**src/rtl/ram_arb_pkg.sv**
```systemverilog
// ram_arb_pkg
//   Shared types and defaults for the RAM port arbiter. The width defaults
//   match the single-port RAM and the SPI slave that share its channel.
//   Contents:
//     DEF_DATA_SIZE / DEF_INST_SIZE / DEF_RD_TIMEOUT  default parameters
//     opcode_t      two-bit command opcode in the MSBs of a command word
//     state_t       arbiter sequence state
//     lock_accepts  which opcodes the owner may send while a sequence is locked
package ram_arb_pkg;

   localparam int DEF_DATA_SIZE  = 8;
   localparam int DEF_INST_SIZE  = 10;
   localparam int DEF_RD_TIMEOUT = 15;

   typedef enum logic [1:0] {
      OP_WR_ADDR = 2'b00,
      OP_WR_DATA = 2'b01,
      OP_RD_ADDR = 2'b10,
      OP_RD_DATA = 2'b11
   } opcode_t;

   typedef enum logic [1:0] {
      IDLE    = 2'd0,
      LOCK_WR = 2'd1,
      LOCK_RD = 2'd2,
      WAIT_RD = 2'd3
   } state_t;

   // Inside a write lock only write opcodes may pass (re-address or data);
   // inside a read lock only read opcodes. Anything else waits at the input.
   function automatic logic lock_accepts(input state_t s, input opcode_t op);
      case (s)
         LOCK_WR: return (op == OP_WR_ADDR) || (op == OP_WR_DATA);
         LOCK_RD: return (op == OP_RD_ADDR) || (op == OP_RD_DATA);
         default: return 1'b0;
      endcase
   endfunction

endpackage

```
**src/rtl/ram_arb_rd_timer.sv**
```systemverilog
// ram_arb_rd_timer
//   Cycle counter for the read-wait state of the arbiter.
//   Ports:
//     sclk     in   clock
//     rst      in   synchronous active-high reset
//     start    in   the read-data command is being accepted; count restarts at 0
//     run      in   arbiter is waiting for read data; count advances
//     expired  out  RD_TIMEOUT cycles of waiting have elapsed (valid while run)
module ram_arb_rd_timer #(
   parameter int RD_TIMEOUT = 15
) (
   input  logic sclk,
   input  logic rst,
   input  logic start,
   input  logic run,
   output logic expired
);

   localparam int CNT_W = $clog2(RD_TIMEOUT + 1);
   // The count reads 0 in the first waiting cycle, so the last allowed
   // cycle is RD_TIMEOUT-1; the abort takes effect at the end of it.
   localparam logic [CNT_W-1:0] LAST = CNT_W'(RD_TIMEOUT - 1);

   logic [CNT_W-1:0] count_reg;

   always_ff @(posedge sclk) begin
      if (rst || start) begin
         count_reg <= '0;
      end else if (run && (count_reg != LAST)) begin
         count_reg <= count_reg + CNT_W'(1);
      end
   end

   assign expired = run && (count_reg == LAST);

endmodule

```
**src/rtl/ram_port_arbiter.sv**
```systemverilog
// ram_port_arbiter
//   Shares the single-port RAM command/readback channel between two
//   requesters (SPI slave and on-chip host). Two-word sequences
//   (write addr -> write data, read addr -> read data -> readback) are kept
//   atomic; sequences are granted round-robin and readback is routed to the
//   requester that owns the read.
//   Ports:
//     sclk, rst                  clock, synchronous active-high reset
//     reqN_cmd / reqN_valid      command word from requester N
//     reqN_ready                 word accepted this cycle (combinational)
//     reqN_rdata / reqN_rvalid   readback to requester N, rvalid is a 1-cycle pulse
//     ram_cmd / ram_cmd_valid    command word to RAM, one pulse per accepted word
//     ram_rdata / ram_rvalid     readback from RAM
//     owner                      current / last granted requester
//     rd_timeout                 1-cycle pulse when a read is aborted
module ram_port_arbiter
   import ram_arb_pkg::*;
#(
   parameter int DATA_SIZE  = DEF_DATA_SIZE,
   parameter int INST_SIZE  = DEF_INST_SIZE,
   parameter int RD_TIMEOUT = DEF_RD_TIMEOUT
) (
   input  logic                 sclk,
   input  logic                 rst,
   input  logic [INST_SIZE-1:0] req0_cmd,
   input  logic                 req0_valid,
   output logic                 req0_ready,
   output logic [DATA_SIZE-1:0] req0_rdata,
   output logic                 req0_rvalid,
   input  logic [INST_SIZE-1:0] req1_cmd,
   input  logic                 req1_valid,
   output logic                 req1_ready,
   output logic [DATA_SIZE-1:0] req1_rdata,
   output logic                 req1_rvalid,
   output logic [INST_SIZE-1:0] ram_cmd,
   output logic                 ram_cmd_valid,
   input  logic [DATA_SIZE-1:0] ram_rdata,
   input  logic                 ram_rvalid,
   output logic                 owner,
   output logic                 rd_timeout
);

   logic [1:0][INST_SIZE-1:0] req_cmd;
   logic [1:0]                req_valid;
   logic [1:0]                req_ready;
   opcode_t                   req_op [2];

   state_t                    state_reg, state_next;
   logic                      owner_reg, owner_next;
   logic                      rr_ptr_reg, rr_ptr_next;
   logic [INST_SIZE-1:0]      ram_cmd_reg, ram_cmd_next;
   logic                      ram_cmd_valid_reg, ram_cmd_valid_next;
   logic [1:0][DATA_SIZE-1:0] rdata_reg, rdata_next;
   logic [1:0]                rvalid_reg, rvalid_next;
   logic                      timeout_reg, timeout_next;

   logic                      winner;
   logic                      sel;
   opcode_t                   sel_op;
   logic                      accept;
   logic                      rd_expired;

   assign req_cmd[0]   = req0_cmd;
   assign req_cmd[1]   = req1_cmd;
   assign req_valid[0] = req0_valid;
   assign req_valid[1] = req1_valid;

   generate
      for (genvar gi = 0; gi < 2; gi++) begin : g_req
         assign req_op[gi]    = opcode_t'(req_cmd[gi][INST_SIZE-1 -: 2]);
         // Only the selected requester can ever see ready, so a pending
         // word from the other side simply waits at its input.
         assign req_ready[gi] = accept && (sel == 1'(gi));
      end
   endgenerate

   // IDLE grant: a lone requester wins; on a tie the round-robin pointer decides.
   always_comb begin
      if (req_valid[0] && req_valid[1]) begin
         winner = rr_ptr_reg;
      end else begin
         winner = req_valid[1];
      end
   end

   assign sel    = (state_reg == IDLE) ? winner : owner_reg;
   assign sel_op = req_op[sel];

   always_comb begin
      accept = 1'b0;
      case (state_reg)
         IDLE:             accept = |req_valid;
         LOCK_WR, LOCK_RD: accept = req_valid[sel] && lock_accepts(state_reg, sel_op);
         default:          accept = 1'b0;
      endcase
   end

   ram_arb_rd_timer #(
      .RD_TIMEOUT (RD_TIMEOUT)
   ) u_rd_timer (
      .sclk    (sclk),
      .rst     (rst),
      .start   (accept && (sel_op == OP_RD_DATA)),
      .run     (state_reg == WAIT_RD),
      .expired (rd_expired)
   );

   // Next-state and registered-output logic.
   always_comb begin
      state_next         = state_reg;
      owner_next         = owner_reg;
      rr_ptr_next        = rr_ptr_reg;
      ram_cmd_next       = ram_cmd_reg;
      ram_cmd_valid_next = 1'b0;
      rdata_next         = rdata_reg;
      rvalid_next        = 2'b00;
      timeout_next       = 1'b0;

      if (accept) begin
         ram_cmd_next       = req_cmd[sel];
         ram_cmd_valid_next = 1'b1;
         owner_next         = sel;
         // Same opcode mapping holds in IDLE and in the locks: an address
         // (re)opens its lock, write data closes the sequence, read data
         // waits for the RAM (a lone read data reads the RAM's current address).
         case (sel_op)
            OP_WR_ADDR: state_next = LOCK_WR;
            OP_RD_ADDR: state_next = LOCK_RD;
            OP_RD_DATA: state_next = WAIT_RD;
            default: begin
               state_next  = IDLE;
               rr_ptr_next = ~sel;
            end
         endcase
      end else if (state_reg == WAIT_RD) begin
         if (ram_rvalid) begin
            rdata_next[owner_reg]  = ram_rdata;
            rvalid_next[owner_reg] = 1'b1;
            state_next             = IDLE;
            rr_ptr_next            = ~owner_reg;
         end else if (rd_expired) begin
            rdata_next[owner_reg]  = '0;
            rvalid_next[owner_reg] = 1'b1;
            timeout_next           = 1'b1;
            state_next             = IDLE;
            rr_ptr_next            = ~owner_reg;
         end
      end
   end

   always_ff @(posedge sclk) begin
      if (rst) begin
         state_reg         <= IDLE;
         owner_reg         <= 1'b0;
         rr_ptr_reg        <= 1'b0;
         ram_cmd_reg       <= '0;
         ram_cmd_valid_reg <= 1'b0;
         rdata_reg         <= '0;
         rvalid_reg        <= 2'b00;
         timeout_reg       <= 1'b0;
      end else begin
         state_reg         <= state_next;
         owner_reg         <= owner_next;
         rr_ptr_reg        <= rr_ptr_next;
         ram_cmd_reg       <= ram_cmd_next;
         ram_cmd_valid_reg <= ram_cmd_valid_next;
         rdata_reg         <= rdata_next;
         rvalid_reg        <= rvalid_next;
         timeout_reg       <= timeout_next;
      end
   end

   assign req0_ready    = req_ready[0];
   assign req1_ready    = req_ready[1];
   assign req0_rdata    = rdata_reg[0];
   assign req1_rdata    = rdata_reg[1];
   assign req0_rvalid   = rvalid_reg[0];
   assign req1_rvalid   = rvalid_reg[1];
   assign ram_cmd       = ram_cmd_reg;
   assign ram_cmd_valid = ram_cmd_valid_reg;
   assign owner         = owner_reg;
   assign rd_timeout    = timeout_reg;

endmodule

```
**config.mk**
```make
export PLATFORM = sky130hd
export DESIGN_NAME = ram_port_arbiter
export DESIGN_NICKNAME = d
export VERILOG_FILES = /design/src/rtl/ram_arb_pkg.sv /design/src/rtl/ram_arb_rd_timer.sv /design/src/rtl/ram_port_arbiter.sv
export SDC_FILE = /design/constraint.sdc
export NUM_CORES = 1
export LEC_CHECK = 0
export ABC_AREA = 1
export CORE_MARGIN = 3
export CORE_UTILIZATION = 45
export CTS_BUF_LIST = sky130_fd_sc_hd__clkbuf_4
export DETAILED_ROUTE_END_ITERATION = 16
export PLACE_DENSITY = 0.79
export SYNTH_ARGS = -nofsm -noshare
export SYNTH_HDL_FRONTEND = slang
export SYNTH_SLANG_ARGS = --single-unit
```
**constraint.sdc**
```tcl
create_clock -name sclk -period 2.9 [get_ports sclk]
set_clock_uncertainty 0.05 [all_clocks]
set_input_delay 0.58 -clock sclk [delete_from_list [all_inputs] [get_ports sclk]]
set_output_delay 0.58 -clock sclk [all_outputs]
set_load 0.01 [all_outputs]
```
# == Word level (Yosys, flattened, before mapping) ==
# Index checks and enable logic that the tools add are counted.
# totals
ff_bits,38
latchBits,0
ram_bits,0
mem_bits_ro,0
in_bits,33
memories,0
# classes
n_addsub,1
mul,0
div,0
order_cmp,4
eq_ne,9
n_shift,0
n_mux,33
bitwise,7
n_reduce_logical,24
# ops
operator,count
$mux W16,2
$mux W10,2
$mux W2,9
$and A16 B16 Y16,1
$bwmux W16,1
$not A16 Y16,1
$mux W1,13
$demux W8 S1,1
$eq A2 B2 Y1 const B,4
$logic_and A1 B1 Y1,8
$mux W8,1
$pmux W2 S3,1
$reduce_and A3 Y1,2
$reduce_or A3 Y1,2
$add A4 B1 Y4 const B,1
$eq A2 B1 Y1 const B,2
$eq A4 B4 Y1 const B,1
$logic_not A2 Y1,2
$lt A1 B2 Y1 const B,2
$ne A4 B4 Y1 const B,1
$not A1 Y1,4
$pmux W1 S2,2
$reduce_bool A2 Y1,2
$reduce_or A2 Y1,2
9 further kinds,11

# == Depth between registers and ports, before layout ==
# Gate-level depths: netlist of the first run.
# logic_depth
ltp_word,15
depth_mapped,17
ltp_nobuf,16

# == Hierarchy ==
# Synthesis of the first run repeated with hierarchy kept, for this count alone.
# unflattened
hier_cells,253
area_unflattened_um2,1766.7
# modules_own_cells
module,n_inst,cells_each,area_per_inst_um2,seq_area_each_um2
ram_port_arbiter,1,221,1526.5,680.7
ram_arb_rd_timer,1,32,240.2,80.1

# == Worst setup path before layout of the first run ==
# Ideal clock, no wire load.
# synth_path
path_type,register to output
start,register state_reg[0]
end,output port req1_ready
arrival_ns,1.533
slack_ns,0.737
path_stages_with_launch,13
path_buffers,1
path_cell_list,dfxtp_1 inv_1 ha_1 nand2_1 inv_1 nand2_2 nand3_1 nand3_2 nand3_2 nand2_2 nand2_4 buf_4 nor2_1
# synth_via
elab_chain_len,13
word_cells_on_any_way,22
cone_classes,eq/ne: 5; mux: 9; bitwise: 1; reduce/logical: 7
# synth_rtl
element,line_no,rtl
start: declaration,ram_port_arbiter.sv:48,"state_t state_reg, state_next;"
start signal: assignment,ram_port_arbiter.sv:162,state_reg <= state_next;
$logic_not A2 Y1,"ram_port_arbiter.sv:86, ram_port_arbiter.sv:91",
$mux W1,ram_port_arbiter.sv:86,assign sel = (state_reg == IDLE) ? winner : owner_reg;
$not A1 Y2 (not written as such),ram_port_arbiter.sv:87,assign sel_op = req_op[sel];
$mux W2 (not written as such) (3 in a row),ram_port_arbiter.sv:87,
"$eq A2 B2 Y1, or another cell as far along",ram_arb_pkg.sv:34,LOCK_RD: return (op == OP_RD_ADDR) || (op == OP_RD_DATA);
"$logic_or A1 B1 Y1, on equally long branches","ram_arb_pkg.sv:34, ram_arb_pkg.sv:33",
$pmux W1 S2,ram_arb_pkg.sv:32,case (s)
$mux W1,ram_port_arbiter.sv:91,case (state_reg)
$logic_and A1 B1 Y1,ram_port_arbiter.sv:93,"LOCK_WR, LOCK_RD: accept = req_valid[sel] && lock_accepts(state_reg, sel_op);"
$pmux W1 S2,ram_port_arbiter.sv:91,
$logic_and A1 B1 Y1 (*),ram_port_arbiter.sv:73,assign req_ready[gi] = accept && (sel == 1'(gi));
end: declaration,ram_port_arbiter.sv:32,"output logic req1_ready,"
# Mark *: on every way between the ends. The rest lies on a longest branch, timed or not. The select of a mux whose other input is x is not followed.

# == Final worst setup path of the first run ==
# layout_path
start,input port req1_valid
end,output port req1_ready
# layout_via
elab_chain_len,14
word_cells_on_any_way,21
cone_classes,eq/ne: 3; mux: 10; bitwise: 1; reduce/logical: 7
# layout_rtl
element,line_no,rtl
start: declaration,ram_port_arbiter.sv:31,"input logic req1_valid,"
$logic_and A1 B1 Y1,ram_port_arbiter.sv:79,if (req_valid[0] && req_valid[1]) begin
$mux W1,ram_port_arbiter.sv:79,
$mux W1,ram_port_arbiter.sv:86,
$not A1 Y2 (not written as such),ram_port_arbiter.sv:87,
$mux W2 (not written as such) (3 in a row),ram_port_arbiter.sv:87,
"$eq A2 B2 Y1, or another cell as far along",ram_arb_pkg.sv:34,
"$logic_or A1 B1 Y1, on equally long branches","ram_arb_pkg.sv:34, ram_arb_pkg.sv:33",
$pmux W1 S2,ram_arb_pkg.sv:32,
$mux W1,ram_port_arbiter.sv:91,
$logic_and A1 B1 Y1,ram_port_arbiter.sv:93,
$pmux W1 S2,ram_port_arbiter.sv:91,
$logic_and A1 B1 Y1 (*),ram_port_arbiter.sv:73,
# Marks and branches as above.

==> results.toml, run 1 <==
[logic_synthesis]
yosys_warnings = 0
synth.most_common_cell = "nand2_1"
avgSynthCellArea_sq_um = 7.13
synthTopCellsByArea = "dfxtp_1 43%, nand2_1 21%, a21oi_1 6.5%"
ys.flop_type = "dfxtp_1"
synth_edf_count = 0
synth_nets = 290
netlist.area_leader.share_pct = 42.8
ys_types = 22
synth_seq_cells = 38
synth.largest_area_cell = "dfxtp_1"
ys_seq_area_share_pct = 42.8
ys_top_cells_by_count = "99 x nand2_1, 38 x dfxtp_1, 23 x a21oi_1, 23 x inv_1, 14 x nor2_1"
synthArstFlopShare_pct = 0
syn_area_sq_mm = 0.00178
syn_inst = 249

[sta]
rsz0062_at_grt = "no"
finalWorstSetupSlack_ps = 214
fmaxAchievable_ghz = 0.372
relSlewSlack_pct = 81.6
period_share_pct = 92.6
setup_violations = 0
hold_viol = 0
worstMarginPinSlew_ps = 274
min_period_ps = 2690
maxSlewViolCount = 0

[drt]
routed-via-count = 1735
drt-total-wl_mm = 4.05
drt-vias-per-instance = 4.73
ant_nets = 0
drc = 0
first_iter_violations = 111
first_pass_iters = 4
wl_per_cell_um = 11.0

[global_routing]
track_usage_pct = 19.2
use_met2_pct = 31.8
grt_max_degree = 25
grt_busiest_layer = "met2"
antenna_found_initial = 0
met1_usage_pct = 22.7
grt_pass1_vias = 1633
overflow = 0
grt_first_pass_wirelength_mm = 6.84
grtUsageMet3_pct = 6.00

[floorplanning]
rows = 22
dieArea_sq_mm = 0.00473
die_x_um = 68.8
num_io_pins = 66
initial_core_util_pct = 47.4
dieHeight_um = 68.8
coreArea_sq_mm = 0.00374

[clock_tree]
cts_tree = "built"
cts_buffers = 5
root_buffer = "clkbuf_4"
clkSinkCount = 38
clkSlewWorstSetupHoldPaths_ps = 110
clockBufferDepth = 2
cts.htree.levels = 2
postCtsSetupRepairBufs = 0
clock_latency_ps = 340

[hold_path]
holdCritPathClass = "reg2reg"
hold_depth = 2

[setup_path]
endpoint_kind = "output port"
r2r-start = "state_reg[1]$_SDFFE_PP0P_"
worst-path-stages = 12
cp_slowest_cell = "clkdlybuf4s50_1"
criticalPathCategory = "in2out"
rr_worst_depth = 17
cp_max_fo = 4
critPathBufInv = 3
critPathArrivalTime_ps = 2060
critPathTopFamily = "buffers and inverters"
slowest_delay_ps = 490
crit_chain = "clkdlybuf4s50_1 -> nand2_1 -> inv_1 -> nand2_2 -> nand2_2 -> nand2_1 -> nand3_1 -> nand3_2 -> nand2_2 -> nand2_4 -> nor2_1 -> dlygate4sd2_1"
crit_end = "req1_ready"
critPathMostFrequentCell = "nand2_2"
rrSetupSlack_ps = 650
startpoint_type = "input pin"
r2r-end = "rr_ptr_reg$_SDFFE_PP0P_"
critical_path_required_ps = 2270
crit_path_start = "req1_valid"

[power]
ir_drop_uv = 573
power_leakage_nw = 1.08
power_density_mw_per_mm2 = 747

[final_layout]
drive_gt1_share_pct = 9.72
antennaDiodeCount = 0
final_area_sq_mm = 0.00255
largest_reg_flops = 10
final_util_pct = 68.2
syn2layout_area_growth_pct = 43.8
nNetsFinal = 360

[place]
gp_congestion = 0.786
post_dp_cell_area_sq_mm = 0.00248
dp_hpwl_mm = 3.10
pre_cts_slack_ps = -83.0
io_buffers = 65

[run]
cap_violations = 0

[outcome]
outcome = "finished, final reports clean"
-- cell usage in the layout, fill, tap and decap left out, drive strengths merged, types with 5 or more instances in the layout --
cell / n
nand2: 106
nand3: 9
dfxtp: 38
buf: 5
ha: 8
nor2: 14
clkdlybuf4s50: 63
inv: 27
a21oi: 28
clkbuf: 5
-- worst reg2reg max path, delay by kind of cell, from the launching register on --
family / cells / cell delay [ps]
flip-flops: 1 / 410
AND/OR/NAND/NOR: 9 / 640
adder cells (fa/ha/maj): 2 / 410
buffers and inverters: 6 / 660
-- worst min-delay path by stage --
stage	start	end	slack, ps
3_5_place_dp	ram_cmd[4]$_SDFFE_PP0P_	ram_cmd[4]$_SDFFE_PP0P_	410
2_1_floorplan	u_rd_timer.count_reg[1]$_SDFFE_PP0P_	u_rd_timer.count_reg[1]$_SDFFE_PP0P_	420
5_1_grt	ram_cmd[1]$_SDFFE_PP0P_	ram_cmd[1]$_SDFFE_PP0P_	450
6_report	req1_rdata[5]$_SDFFE_PP0P_	req1_rdata[5]$_SDFFE_PP0P_	420
4_1_cts	ram_cmd[4]$_SDFFE_PP0P_	ram_cmd[4]$_SDFFE_PP0P_	420
3_3_place_gp	ram_cmd[4]$_SDFFE_PP0P_	ram_cmd[4]$_SDFFE_PP0P_	400
-- final cells by class --
type,instances,area (sq um)
repair buffers,70,686
flip-flops and latches,38,761
multi-input cells,177,873
fillers,348,1190
inverters,27,101
well taps,48,60.1
clock buffers,5,37.5
clock inverters,2,33.8
-- routing by layer --
layer / routed length (um) / vias up
li1: - / 912
met1: 1860 / 761
met2: 1810 / 60
met3: 354 / 2
met4: 25 / 0
met5: 0 / -
-- report_power, final --
part / switching [mW] / internal (mW)
clock network: 0.171 / 0.174
registers: 0.0557 / 0.609
logic: 0.510 / 0.387
total: 0.737 / 1.17
-- logic make-up after synthesis --
| group | count (synthesis) | share of synthesized area [%] |
|---|---|---|
| buf+inv | 34 | 8.24 |
| simple gates | 136 | 32.4 |
| xor+xnor | 2 | 0.987 |
| fa+ha+maj | 8 | 5.64 |
| compound gates | 31 | 9.87 |
| flops | 38 | 42.8 |
-- per-stage QoR --
stage	TNS (ps)	instances	power (mW)	hold WS, ps
after CTS	0	367	1.92	423
final	0	367	1.91	421
after global placement	-72.4	360	1.58	401
after global routing	0	367	2.07	446
after floorplan	0	249	1.27	423
after detailed placement	-121	360	1.59	409
-- timing repair --
action,in CTS,in global routing
cloned,0,0
endpoints found under the setup margin,2,1
hold endpoints to repair,0,0
resized for setup,2,1
hold buffers,0,0
pin swaps,0,0
Power figures use the tool's default switching activity.
==> inputs of run 2 (changes only) <==
--- a/config.mk
+++ b/config.mk
@@ -11,6 +11,7 @@
 export CTS_BUF_LIST = sky130_fd_sc_hd__clkbuf_4
 export DETAILED_ROUTE_END_ITERATION = 16
 export PLACE_DENSITY = 0.79
+export SETUP_SLACK_MARGIN = 0.4
 export SYNTH_ARGS = -nofsm -noshare
 export SYNTH_HDL_FRONTEND = slang
 export SYNTH_SLANG_ARGS = --single-unit
==> results.toml, run 2 (synthesis gave the netlist of run 1 again) <==
[final_layout]
syn2layout_area_growth_pct = 46.7
drive_gt1_share_pct = 14.3
final_area_sq_mm = 0.00261
final_util_pct = 69.6
nNetsFinal = 362
final_common_cell = "nand2_1"
layout_common_cells = "99 x nand2_1, 61 x clkdlybuf4s50_1, 36 x dfxtp_1"
largest_reg_flops = 10
antennaDiodeCount = 0
finalNonFillerCells = 369

[drt]
routed-via-count = 1762
first_iter_violations = 114
drt-vias-per-instance = 4.78
drc = 0
ant_nets = 0
first_pass_iters = 4
drt-total-wl_mm = 4.16
wl_per_cell_um = 11.3

[sta]
relSlewSlack_pct = 70.8
maxSlewViolCount = 0
rsz0062_at_grt = "yes"
min_period_ps = 2420
fmaxAchievable_ghz = 0.413
period_share_pct = 83.5
hold_viol = 0
setup_violations = 0
worstMarginPinSlew_ps = 433
hold_ws_ps = 421

[place]
dp_hpwl_mm = 3.10
post_dp_cell_area_sq_mm = 0.00248
gp_congestion = 0.786
io_buffers = 65
dp_cells = 360

[setup_path]
startpoint_type = "flip-flop"
critPathArrivalTime_ps = 1790
crit_chain = "inv_4 -> ha_4 -> inv_1 -> nand2_2 -> nand2_4 -> nand2_2 -> nand3_2 -> nand3_2 -> nand2_4 -> nand3_2 -> inv_2 -> buf_2"
criticalPathCategory = "reg2out"
rrSetupSlack_ps = 750
cp_max_fo = 4
slowest_delay_ps = 390
cp_slowest_cell = "dfxtp_4"
critPathMostFrequentCell = "nand3_2"
endpoint_kind = "output port"
critical_path_required_ps = 2270

[floorplanning]
dieHeight_um = 68.8
initial_core_util_pct = 47.4
num_io_pins = 66
coreArea_sq_mm = 0.00374
die_x_um = 68.8
rows = 22
dieArea_sq_mm = 0.00473

[clock_tree]
postCtsHoldBufs = 0
root_buffer = "clkbuf_4"
cts_buffers = 5
clock_latency_ps = 340
clockBufferDepth = 2
cts.htree.levels = 2
clkSinkCount = 38
cts_tree = "built"
clkSlewWorstSetupHoldPaths_ps = 110

[global_routing]
grt_first_pass_wirelength_mm = 6.89
grt_max_degree = 25
grt_pass1_vias = 1639
track_usage_pct = 19.3
antenna_found_initial = 0
overflow = 0

[power]
power_density_mw_per_mm2 = 767
power_leakage_nw = 1.10
p_total_mw = 2.00
ir_drop_uv = 599

[hold_path]
holdCritPathClass = "reg2reg"

[outcome]
outcome = "finished, final reports clean"

[run]
cap_violations = 0
## run 2: cell count changes in the layout (fill, tap and decap cells not counted), sizes merged
cell / before / now
buf: 5 / 9
clkdlybuf4s50: 63 / 61
## run 2: worst paths after layout
path / start / depth (start not counted) / to
setup / recovery: state_reg[1]$_SDFFE_PP0P_ / 12 / req0_ready
hold / removal: req1_rdata[5]$_SDFFE_PP0P_ / 2 / req1_rdata[5]$_SDFFE_PP0P_
setup reg to reg: state_reg[1]$_SDFFE_PP0P_ / 17 / rr_ptr_reg$_SDFFE_PP0P_
hold reg to reg: req1_rdata[5]$_SDFFE_PP0P_ / 2 / req1_rdata[5]$_SDFFE_PP0P_
## run 2: layout make-up
| cell class | count | area [sq um] |
|---|---|---|
| fill | 336 | 1140 |
| multi-input combinational | 177 | 913 |
| sequential | 38 | 766 |
| timing repair buffer | 72 | 691 |
| inverter | 27 | 104 |
| tap | 48 | 60.1 |
| clock buffer | 5 | 37.5 |
| clock inverter | 2 | 33.8 |
## run 2: routing by layer
metal	track usage, %	part of all wire (%)	wire length [um]	vias to the layer above
li1	-	-	-	917
met1	23.1	45	1870	769
met2	31.7	44	1820	71
met3	6.00	10	425	5
met4	8.76	1.1	46	0
met5	0	0	0	-
## run 2: worst max-delay path, delay by kind of cell (launching register included)
kind | cells | cell delay [ps]
and+or+nand+nor | 7 | 610
DFF | 1 | 390
buffers and inverters | 4 | 290
adders and majority gates | 1 | 150
## run 2: power by group
part | internal [mW] | switching (mW) | total [mW] | leakage [nW]
clock | 0.174 | 0.171 | 0.345 | 0.0387
combinational | 0.425 | 0.557 | 0.982 | 0.753
sequential | 0.614 | 0.0580 | 0.672 | 0.310
## run 2: what timing repair did
action / CTS / global route
setup endpoints to repair: 2 / 2
buffers inserted: 0 / 2
pin swaps: 2 / 3
gates resized for setup: 16 / 12
## run 2: stage by stage
stage,worst slack [ps],TNS (ps)
after floorplan,737,0
final,478,0
after detailed placement,-83.0,-121
after CTS,422,0
after global routing,364,0
after global placement,-37.8,-72.4
==> inputs of run 3 (changes only) <==
==> constraint.sdc (replaced) <==
create_clock -name sclk -period 2.5 [get_ports sclk]
set_clock_uncertainty 0.05 [all_clocks]
set_input_delay 0.5 -clock sclk [delete_from_list [all_inputs] [get_ports sclk]]
set_output_delay 0.5 -clock sclk [all_outputs]
set_load 0.01 [all_outputs]
==> results.toml, run 3 (synthesis gave the netlist of run 1 again) <==
[outcome]
outcome = "finished, final reports clean"

[clock_tree]
postCtsHoldBufs = 0
clkSlewWorstSetupHoldPaths_ps = 110
cts_tree = "built"
root_buffer = "clkbuf_4"
cts.htree.levels = 2
clkSinkCount = 38
clockBufferDepth = 2
cts_buffers = 5
clock_latency_ps = 330

[sta]
worstMarginPinSlew_ps = 378
setup_violations = 0
hold_viol = 0
rsz0062_at_grt = "yes"
min_period_ps = 2310
fmaxAchievable_ghz = 0.433
fin_tns_setup_ps = 0
relSlewSlack_pct = 74.5
period_share_pct = 92.3
maxSlewViolCount = 0

[power]
clkPwrFrac_pct = 15.0
p_int_mw = 1.61
power_density_mw_per_mm2 = 957
ir_drop_uv = 612
p_total_mw = 2.61
power_leakage_nw = 1.16
pwr-share-seq_pct = 29.6
switchingPower_uw = 997
swShare_pct = 38.3
p_comb_share_pct = 55.4

[floorplanning]
coreArea_sq_mm = 0.00374
die_x_um = 68.8
num_io_pins = 66
dieArea_sq_mm = 0.00473
rows = 22
initial_core_util_pct = 47.4
dieHeight_um = 68.8

[run]
cap_violations = 0

[setup_path]
crit_chain = "inv_2 -> ha_4 -> nand2_2 -> inv_2 -> nand2_4 -> nand3b_1 -> nand2_1 -> inv_2 -> nand3_2 -> nand2_4 -> nand2_4 -> nor2_2 -> buf_2"
criticalPathCategory = "reg2out"
critical_path_required_ps = 1950
slowest_delay_ps = 340
cp_slowest_cell = "dfxtp_2"
cp_max_fo = 4
critPathTopFamily = "simple AND/OR/NAND/NOR gates"
r2r-start = "state_reg[0]$_SDFFE_PP0P_"
startpoint_type = "flip-flop"
critPathBufInv = 4
crit_path_start = "state_reg[0]$_SDFFE_PP0P_"
endpoint_kind = "output port"
critPathArrivalTime_ps = 1760

[place]
gp_congestion = 0.869
dp_hpwl_mm = 3.10
post_dp_cell_area_sq_mm = 0.00250
dp_cells = 363
io_buffers = 65

[global_routing]
antenna_found_initial = 0
grt_pass1_vias = 1733
grt_first_pass_wirelength_mm = 7.34
overflow = 0
track_usage_pct = 20.4
grt_max_degree = 25

[final_layout]
final_util_pct = 72.8
layout_common_cells = "95 x nand2_1, 61 x clkdlybuf4s50_1, 36 x dfxtp_1"
antennaDiodeCount = 0
syn2layout_area_growth_pct = 53.4
finalNonFillerCells = 378
final_area_sq_mm = 0.00272
drive_gt1_share_pct = 19.1
largest_reg_flops = 10
nNetsFinal = 371
final_common_cell = "nand2_1"

[drt]
routed-via-count = 1782
first_iter_violations = 72
first_pass_iters = 4
ant_nets = 0
wl_per_cell_um = 11.7
drt-vias-per-instance = 4.71
drt-total-wl_mm = 4.43
drc = 0

[hold_path]
holdCritPathClass = "reg2reg"
worstHoldStart = "req1_rdata[5]$_SDFFE_PP0P_"
run 3: layout make-up:
| class | count | area, sq um |
|---|---|---|
| Sequential cell | 38 | 763 |
| Clock buffer | 5 | 37.5 |
| Clock inverter | 2 | 33.8 |
| Tap cell | 48 | 60.1 |
| Fill cell | 324 | 1020 |
| Inverter | 27 | 101 |
| Multi-Input combinational cell | 177 | 941 |
| Timing Repair Buffer | 81 | 787 |
run 3: repair_timing:
item                                   in CTS  in global routing
gates resized for setup                    22                 21
endpoints found under the hold margin       0                  0
buffers inserted                            7                  1
pin swaps                                   3                  9
setup endpoints to repair                   3                 23
run 3: tightest hold or removal path, cell delays in order, from the launching register on:
cell and delay [ps]:
dfxtp_1 320, nand2_1 60, a21oi_1 50
run 3: power by group through the flow:
stage | combinational, mW | clock, mW | sequential, mW
2_1_floorplan | 0.663 | 0 | 0.812
3_3_place_gp | 1.09 | 0 | 0.773
3_5_place_dp | 1.10 | 0 | 0.775
4_1_cts | 1.25 | 0.405 | 0.769
5_1_grt | 1.59 | 0.425 | 0.787
6_report | 1.44 | 0.392 | 0.772
run 3: path summary, 6_finish.rpt:
kind / slack, ps / cells past startpoint / to
setup / recovery: 190 / 13 / req1_ready
hold / removal: 420 / 2 / req1_rdata[5]$_SDFFE_PP0P_
setup reg to reg: 320 / 20 / rr_ptr_reg$_SDFFE_PP0P_
hold reg to reg: 420 / 2 / req1_rdata[5]$_SDFFE_PP0P_
run 3: stage by stage:
step                worst slack (ps)  hold slack, ps
floorplan                        417             423
detailed placement              -310             408
CTS                              193             424
finish                           192             420
global placement                -280             401
global route                    85.3             445
run 3: metal layers:
metal | wire, um | part of all wire, % | GRT usage, %
met4 | 67 | 1.5 | 7.54
met1 | 1950 | 44 | 23.9
met3 | 342 | 7.7 | 6.81
met2 | 2070 | 47 | 34.6
met5 | 0 | 0 | 0
